`src/rtl/imem_pkg.sv`:
```
// Shared types and constants for the instruction-memory port arbiter.
// Holds the read-owner encoding and the loader access-type helper.
package imem_pkg;

    localparam int DEF_ADDR_W = 32;
    localparam int DEF_DATA_W = 32;
    localparam int MASK_W     = 4;

    typedef enum logic [1:0] {
        IDLE   = 2'd0,
        RESP_F = 2'd1,
        RESP_L = 2'd2
    } owner_e;

    // An all-zero byte mask turns a loader write into a read.
    function automatic logic is_write(input logic we, input logic [MASK_W-1:0] mask);
        return we && (mask != 4'b0000);
    endfunction

endpackage

```
`src/rtl/imem_arb_age_cnt.sv`:
```
// Saturating count of consecutive cycles the loader has been blocked.
// force_win rises once the count reaches MAX_WAIT so the loader cannot starve.
module imem_arb_age_cnt #(
    parameter int MAX_WAIT = 4
) (
    input  logic       clk,
    input  logic       resetn,
    input  logic       l_req,
    input  logic       l_gnt,
    output logic       force_win
);

    logic [3:0] wait_cnt_r;
    logic [3:0] wait_cnt_nxt_s;

    // Next count: clear when not waiting, otherwise count up to the limit.
    always_comb begin
        wait_cnt_nxt_s = wait_cnt_r;
        if (!l_req || l_gnt) begin
            wait_cnt_nxt_s = 4'd0;
        end else if (wait_cnt_r < 4'(MAX_WAIT)) begin
            wait_cnt_nxt_s = wait_cnt_r + 4'd1;
        end else begin
            wait_cnt_nxt_s = wait_cnt_r;
        end
    end

    // Wait counter register.
    always_ff @(posedge clk or negedge resetn) begin
        if (!resetn) begin
            wait_cnt_r <= 4'd0;
        end else begin
            wait_cnt_r <= wait_cnt_nxt_s;
        end
    end

    assign force_win = (wait_cnt_r == 4'(MAX_WAIT));

endmodule

```
`src/rtl/imem_port_arbiter.sv`:
```
// Shares one synchronous instruction-memory port between fetch (F) and loader (L),
// granting per cycle and steering the 1-cycle read data back to the issuing requester.
module imem_port_arbiter
    import imem_pkg::*;
#(
    parameter int ADDR_W   = DEF_ADDR_W,
    parameter int DATA_W   = DEF_DATA_W,
    parameter int MAX_WAIT = 4
) (
    input  logic              clk,
    input  logic              resetn,
    input  logic              f_req,
    input  logic [ADDR_W-1:0] f_addr,
    output logic              f_gnt,
    output logic              f_rvalid,
    output logic [DATA_W-1:0] f_rdata,
    input  logic              l_req,
    input  logic              l_we,
    input  logic [ADDR_W-1:0] l_addr,
    input  logic [DATA_W-1:0] l_wdata,
    input  logic [MASK_W-1:0] l_mask,
    output logic              l_gnt,
    output logic              l_rvalid,
    output logic [DATA_W-1:0] l_rdata,
    output logic [ADDR_W-1:0] mem_addr,
    output logic              mem_renable,
    output logic [DATA_W-1:0] mem_wdata,
    output logic [MASK_W-1:0] mem_mask,
    input  logic [DATA_W-1:0] mem_rdata
);

    owner_e            owner_r;
    owner_e            owner_nxt_s;
    logic [ADDR_W-1:0] addr_hold_r;
    logic [DATA_W-1:0] wdata_hold_r;
    logic              force_win_s;
    logic              l_write_s;
    logic              f_gnt_s;
    logic              l_gnt_s;
    logic [ADDR_W-1:0] mem_addr_s;
    logic [DATA_W-1:0] mem_wdata_s;
    logic              mem_renable_s;
    logic [MASK_W-1:0] mem_mask_s;
    logic              addr_lsb_unused_s;

    assign addr_lsb_unused_s = ^{f_addr[1:0], l_addr[1:0]};
    assign l_write_s         = is_write(l_we, l_mask);

    imem_arb_age_cnt #(
        .MAX_WAIT (MAX_WAIT)
    ) u_age_cnt (
        .clk       (clk),
        .resetn    (resetn),
        .l_req     (l_req),
        .l_gnt     (l_gnt_s),
        .force_win (force_win_s)
    );

    // Grant: F by default, L when F is idle or L has waited long enough.
    // Grants are gated by resetn so every output drops as soon as reset asserts.
    always_comb begin
        f_gnt_s = 1'b0;
        l_gnt_s = 1'b0;
        if (!resetn) begin
            f_gnt_s = 1'b0;
            l_gnt_s = 1'b0;
        end else if (l_req && (!f_req || force_win_s)) begin
            l_gnt_s = 1'b1;
        end else if (f_req) begin
            f_gnt_s = 1'b1;
        end else begin
            f_gnt_s = 1'b0;
        end
    end

    // Memory-side mux from the winner; address and write data hold when idle.
    always_comb begin
        mem_addr_s    = addr_hold_r;
        mem_wdata_s   = wdata_hold_r;
        mem_renable_s = 1'b0;
        mem_mask_s    = 4'b0000;
        if (f_gnt_s) begin
            mem_addr_s    = {f_addr[ADDR_W-1:2], 2'b00};
            mem_renable_s = 1'b1;
        end else if (l_gnt_s) begin
            mem_addr_s = {l_addr[ADDR_W-1:2], 2'b00};
            if (l_write_s) begin
                mem_mask_s  = l_mask;
                mem_wdata_s = l_wdata;
            end else begin
                mem_renable_s = 1'b1;
            end
        end else begin
            mem_renable_s = 1'b0;
        end
    end

    // Owner of the read that completes next cycle; writes leave no owner.
    always_comb begin
        owner_nxt_s = IDLE;
        if (f_gnt_s) begin
            owner_nxt_s = RESP_F;
        end else if (l_gnt_s && !l_write_s) begin
            owner_nxt_s = RESP_L;
        end else begin
            owner_nxt_s = IDLE;
        end
    end

    // Owner state and held memory-side values.
    always_ff @(posedge clk or negedge resetn) begin
        if (!resetn) begin
            owner_r      <= IDLE;
            addr_hold_r  <= '0;
            wdata_hold_r <= '0;
        end else begin
            owner_r      <= owner_nxt_s;
            addr_hold_r  <= mem_addr_s;
            wdata_hold_r <= mem_wdata_s;
        end
    end

    // Response demux: only the owner sees data, the other side reads zero.
    always_comb begin
        f_rvalid = 1'b0;
        f_rdata  = '0;
        l_rvalid = 1'b0;
        l_rdata  = '0;
        case (owner_r)
            RESP_F: begin
                f_rvalid = 1'b1;
                f_rdata  = mem_rdata;
            end
            RESP_L: begin
                l_rvalid = 1'b1;
                l_rdata  = mem_rdata;
            end
            default: begin
                f_rvalid = 1'b0;
                l_rvalid = 1'b0;
            end
        endcase
    end

    assign f_gnt       = f_gnt_s;
    assign l_gnt       = l_gnt_s;
    assign mem_addr    = mem_addr_s;
    assign mem_wdata   = mem_wdata_s;
    assign mem_renable = mem_renable_s;
    assign mem_mask    = mem_mask_s;

endmodule
```
`config.mk`:
```
export PLATFORM = sky130hd
export DESIGN_NAME = imem_port_arbiter
export DESIGN_NICKNAME = d
export VERILOG_FILES = /design/src/rtl/imem_pkg.sv /design/src/rtl/imem_arb_age_cnt.sv /design/src/rtl/imem_port_arbiter.sv
export SDC_FILE = /design/constraint.sdc
export NUM_CORES = 1
export LEC_CHECK = 0
export ABC_AREA = 1
export BUFFER_PORTS_ARGS = -buffer_cell sky130_fd_sc_hd__buf_2
export CORE_MARGIN = 2
export CORE_UTILIZATION = 35
export DETAILED_ROUTE_END_ITERATION = 7
export GPL_TIMING_DRIVEN = 0
export PLACE_DENSITY_LB_ADDON = 0.05
export SLEW_MARGIN = 20
export SYNTH_ARGS = -nofsm -noshare
export SYNTH_HDL_FRONTEND = slang
export SYNTH_SLANG_ARGS = --single-unit
```
`constraint.sdc`:
```
create_clock -name clk -period 1.65 [get_ports clk]
set_input_delay 0.4125 -clock clk [delete_from_list [all_inputs] [get_ports clk]]
set_output_delay 0.4125 -clock clk [all_outputs]
set_load 0.02 [all_outputs]
```
==> Word-level counts from Yosys, hierarchy flattened <==
Index checks and enable logic that the tools add are counted.
{ "op_classes": {"n_addsub": 1, "n_lt_le_gt_ge": 1, "reduce_logical": 10, "mux": 24, "eq_ne": 3} }
{ "ops": {"columns": ["operator", "n"], "rows": [
  ["32-bit 2-to-1 mux", 7],
  ["4-bit 2-to-1 mux", 5],
  ["1-bit 2-to-1 mux", 10],
  ["4-bit by 1-bit adder with 4-bit output, second input constant", 1],
  ["4-bit by 3-bit == test with 1-bit output, second input constant", 1],
  ["4-bit by 3-bit less-than comparator with 1-bit output, second input constant", 1],
  ["2-bit 2-to-1 mux", 2],
  ["4-bit nonzero test", 1],
  ["1-bit logical AND", 3],
  ["1-bit zero test", 3],
  ["2-bit by 1-bit == test with 1-bit output, second input constant", 1],
  ["2-bit == test, second input constant", 1],
  ["1-bit logical OR", 2],
  ["2-bit nonzero test", 1]
]} }
{ "totals": {"in_bits": 137, "wordCells": 43, "regBits": 70} }

==> Depth between registers and ports, before layout <==
{ "depth": {"word_depth": 8, "mapped_depth": 10, "ltp_nobuf": 9} }

==> Cells and area by module <==
Synthesis repeated with hierarchy kept, for this count alone.
{ "unflattened": {"cells_unflattened": 564, "area_unflattened_um2": 3856.2} }
{ "modules_own_cells": {"columns": ["mod", "cells_each", "instances", "area_each_um2"], "rows": [
  ["imem_port_arbiter", 538, 1, 3642.2],
  ["imem_arb_age_cnt", 26, 1, 214.0]
]} }

==> Least setup slack after synthesis <==
OpenSTA, ideal clock, no wires.
{ "synth_path": {"path_type": "flip-flop to output port", "startpoint": "reg u_age_cnt.wait_cnt_r[0]", "endpoint": "out mem_renable", "n_path_buf": 1, "stages_incl_launch_ff": 8, "path_slack_ns": -0.343, "required_ns": 1.237, "arrival_time_ns": 1.581, "cell_sequence": "dfrtp_1 > inv_1 > ha_1 > nand3_1 > nand2_2 > nand3_4 > buf_2 > o21ai_0"} }
{ "synth_between": {"elab_chain_len": 7, "elab_cells_between_ends": 9, "classes_between": "eq/ne: 1; mux: 6; reduce/logical: 2"} }
{ "synth_rtl": {"columns": ["element", "line", "rtl"], "rows": [
  ["start: declaration", "imem_arb_age_cnt.sv:13", "logic [3:0] wait_cnt_r;"],
  ["start signal: assignment", "imem_arb_age_cnt.sv:33", "wait_cnt_r <= wait_cnt_nxt_s;"],
  ["4-bit by 3-bit == test with 1-bit output *", "imem_arb_age_cnt.sv:37", "assign force_win = (wait_cnt_r == 4'(MAX_WAIT));"],
  ["1-bit logical OR *", "imem_port_arbiter.sv:67", "end else if (l_req && (!f_req || force_win_s)) begin"],
  ["1-bit logical AND *", "imem_port_arbiter.sv:67", null],
  ["1-bit 2-to-1 mux", "imem_port_arbiter.sv:67", null],
  ["1-bit 2-to-1 mux", "imem_port_arbiter.sv:64", "if (!resetn) begin"],
  ["1-bit 2-to-1 mux", "imem_port_arbiter.sv:85", "end else if (l_gnt_s) begin"],
  ["1-bit 2-to-1 mux *", "imem_port_arbiter.sv:82", "if (f_gnt_s) begin"],
  ["end: declaration", "imem_port_arbiter.sv:26", "output logic mem_renable,"]
]} }
Mark *: on every way between the ends. The rest lies on a longest branch, timed or not.

==> Final worst setup path <==
{ "layout_path": {"startpoint": "reg u_age_cnt.wait_cnt_r[0]", "endpoint": "out mem_wdata[30]"} }
{ "layout_between": {"elab_chain_len": 7, "elab_cells_between_ends": 9, "classes_between": "eq/ne: 1; mux: 6; reduce/logical: 2"} }
{ "layout_rtl": {"columns": ["element", "line", "rtl"], "rows": [
  ["4-bit by 3-bit == test with 1-bit output *", "imem_arb_age_cnt.sv:37", null],
  ["1-bit logical OR *", "imem_port_arbiter.sv:67", null],
  ["1-bit logical AND *", "imem_port_arbiter.sv:67", null],
  ["1-bit 2-to-1 mux", "imem_port_arbiter.sv:67", null],
  ["1-bit 2-to-1 mux", "imem_port_arbiter.sv:64", null],
  ["32-bit 2-to-1 mux", "imem_port_arbiter.sv:85", null],
  ["32-bit 2-to-1 mux *", "imem_port_arbiter.sv:82", null],
  ["end: declaration", "imem_port_arbiter.sv:27", "output logic [DATA_W-1:0] mem_wdata,"]
]} }
Marked as above.

==> out/qor.yml <==
layout:
  final_cell_mix: "144 x buf_6, 134 x buf_2, 97 x inv_1"
  nets: 1041
  final_common_cell: "buf_6"
  drive_above_1_share_pct: 66.7
  area_growth_pct: 134
  final_area_um2: 8850
  fill_cells: 528
cts:
  clk_pin_slew_worst_paths_ps: 90
  root_buffer: "clkbuf_8"
  clkLatencyLatePin_ps: 360
  cts_buffer_depth: 2
  cts_tree: "built"
  numCtsBuffers: 9
  cts_sinks: 70
  htreeDepth: 3
logic_synthesis:
  syn_area_um2: 3790
  yosysSeqAreaShare_pct: 46.2
  synth.area.top_cells: "dfrtp_1 46%, nand2_1 19%, inv_1 10%, nor2_1 7.7%, nand4_1 5.1%"
  ys_ff_latch: 70
  yosys.cell_types.count: 19
  synth_warnings: 0
  synth_top_area_share_pct: 46.2
  yosys.area.top_type: "dfrtp_1"
  syn_inst: 552
  syn_nets: 691
  syn_avg_cell_area_um2: 6.86
status:
  violations: "setup timing"
  status: "finished, violations left"
route:
  drt_wl_total_mm: 22.1
  drt_pass1_iterations: 7
  drc: 0
  wl_per_cell_um: 21.2
  first_iter_violations: 296
  ant_nets: 0
  route.vias.total: 5255
  via_per_inst: 5.03
floorplanning:
  die_x_um: 108
  die_area_um2: 11700
  die_h_um: 108
  coreArea_um2: 10400
  rows: 37
  ioPinCount: 274
  initial_core_util_pct: 36.4
sta:
  finalCritPeriodShare_pct: 150
  finalMaxSlewViolations: 0
  layout_min_cycle_time_ps: 2480
  setup_slack_ps: -827
  setup_viol: 163
  slew-limit-headroom_pct: 40.0
  max_freq_mhz: 404
  rsz0062_at_grt: "true"
  hold_viol: 0
  tightest_slew_ps: 897
  whs_ps: 132
  skew_ps: 16.3
setup_path:
  path_max_fanout: 5
  required_ps: 1240
  startpoint_type: "flip-flop"
  critPathKind: "reg2out"
  reg2reg_to: "wdata_hold_r[21]"
  end_kind: "primary output"
  r2r_cells: 12
  reg2reg_slack_ps: -150
  crit_arrival_ps: 2060
  reg2reg_from: "u_age_cnt.wait_cnt_r[0]"
power:
  switching_power_w: 0.00277
  powerDensity_nw_per_um2: 820
  internal-power_w: 0.00448
  p_comb_share_pct: 46.5
  power_w: 0.00726
  swShare_pct: 38.2
  vdd_drop_max_v: 0.000559
  seqPwrFrac_pct: 30.7
  pwr-share-clk_pct: 22.8
  p_leak_nw: 4.67
place:
  dpl_cell_area_um2: 5890
  io_buffers: 268
  dp.final_hpwl_mm: 10.3
  gp_congestion: 0.908
  place_ws_ps: -1000
grt:
  use_met3_pct: 7.35
  track_usage_pct: 29.6
  grt_pass1_wl_mm: 26.2
  grt_pass1_vias: 5081
  antenna_found_initial: 1
  grt-busiest-layer: "met2"
  grt_start_max_net_pins: 27
  grt_use_met1_pct: 30.3
  grtUsageMet2_pct: 54.5
  grt_overflow: 0
flow_run:
  maxCapViolCount: 0
min_path:
  worst_hold_path_type: "in2async"
## cells in the mapped netlist
cell type,instances
a21oi_1,2
buf_2,13
buf_4,4
buf_6,3
clkbuf_1,12
dfrtp_1,70
ha_1,2
inv_1,102
inv_2,4
nand2_1,194
nand2_2,1
nand2_4,1
nand3_1,31
nand3_4,1
nand4_1,31
nor2_1,78
nor2_4,1
o21ai_0,1
xor2_1,1
## power by group through the flow
stage               Sequential (W)  Clock, W  Combinational, W
global placement           0.00215         0           0.00201
global route               0.00224   0.00176           0.00354
detailed placement         0.00216         0           0.00204
finish                     0.00223   0.00166           0.00338
CTS                        0.00214   0.00166           0.00273
floorplan                  0.00214         0           0.00134
## how the worst max path moves through the flow
| stage | from | endpoint | slack [ps] |
|---|---|---|---|
| final | u_age_cnt.wait_cnt_r[0] | mem_wdata[30] | -830 |
| after global routing | u_age_cnt.wait_cnt_r[0] | mem_wdata[28] | -950 |
| after CTS | u_age_cnt.wait_cnt_r[1] | mem_wdata[4] | -770 |
| after detailed placement | resetn | mem_wdata[30] | -1000 |
| after global placement | resetn | mem_wdata[30] | -1820 |
| after floorplan | u_age_cnt.wait_cnt_r[1] | mem_mask[0] | -160 |
## critical path: stages, from the launching register on
cell	delay [ps]
dfrtp_1	400
inv_2	80
ha_4	140
nand3_4	60
nand2_4	100
nand3_4	110
nor2_4	180
buf_4	160
buf_4	160
nand2_1	110
nand2_4	90
buf_6	130
## repair_timing
| action | 4_1_cts | 5_1_grt |
|---|---|---|
| hold endpoints to repair | 18 | 0 |
| hold buffers | 2 | 0 |
| pin swaps | 13 | 23 |
| setup endpoints to repair | 197 | 170 |
| cloned | 16 | 6 |
| resized for setup | 393 | 161 |
| buffers inserted | 24 | 26 |
## through the flow
step	util, %	setup TNS (ps)	std cells
after detailed placement	56.5	-93720	957
after global placement	56.2	-224650	956
after CTS	76.6	-61040	1015
final	85.0	-66560	1044
after floorplan	-	-6990	552
after global routing	85.0	-77810	1044
## state kept, by name, summed over array words and instances (netlist names)
signal and flops:
owner_r 2, addr_hold_r 32, u_age_cnt.wait_cnt_r 4, wdata_hold_r 32
## cell type report
class / count / area, um^2 / share of cell area, %
inverter: 106 / 423 / 4.78
clock inverter: 7 / 105 / 1.19
buffer: 31 / 402 / 4.54
timing repair buffer: 339 / 3120 / 35.2
antenna: 1 / 2.50 / 0.0283
multi-input combinational: 345 / 2760 / 31.1
clock buffer: 9 / 124 / 1.40
tap: 136 / 170 / 1.92
sequential: 70 / 1750 / 19.8
## metal layers
| layer | up-vias | part of all wire, % |
|---|---|---|
| met1 | 2450 | 33 |
| met3 | 129 | 8.5 |
| met4 | 0 | 8.3 |
| li1 | 2350 | - |
| met2 | 326 | 50 |
| met5 | - | 0 |
## kinds of logic after synthesis
group                      count (synthesis)  synth area share [%]
and+or+nand+nor                          338                  37.4
AOI/OAI and AO/OA                          3                 0.396
DFF                                       70                  46.2
buffers and inverters                    138                  15.1
xor gates and xnor gates                   1                 0.231
adders and majority gates                  2                 0.660
No activity file was read; power rests on OpenSTA's default activity.
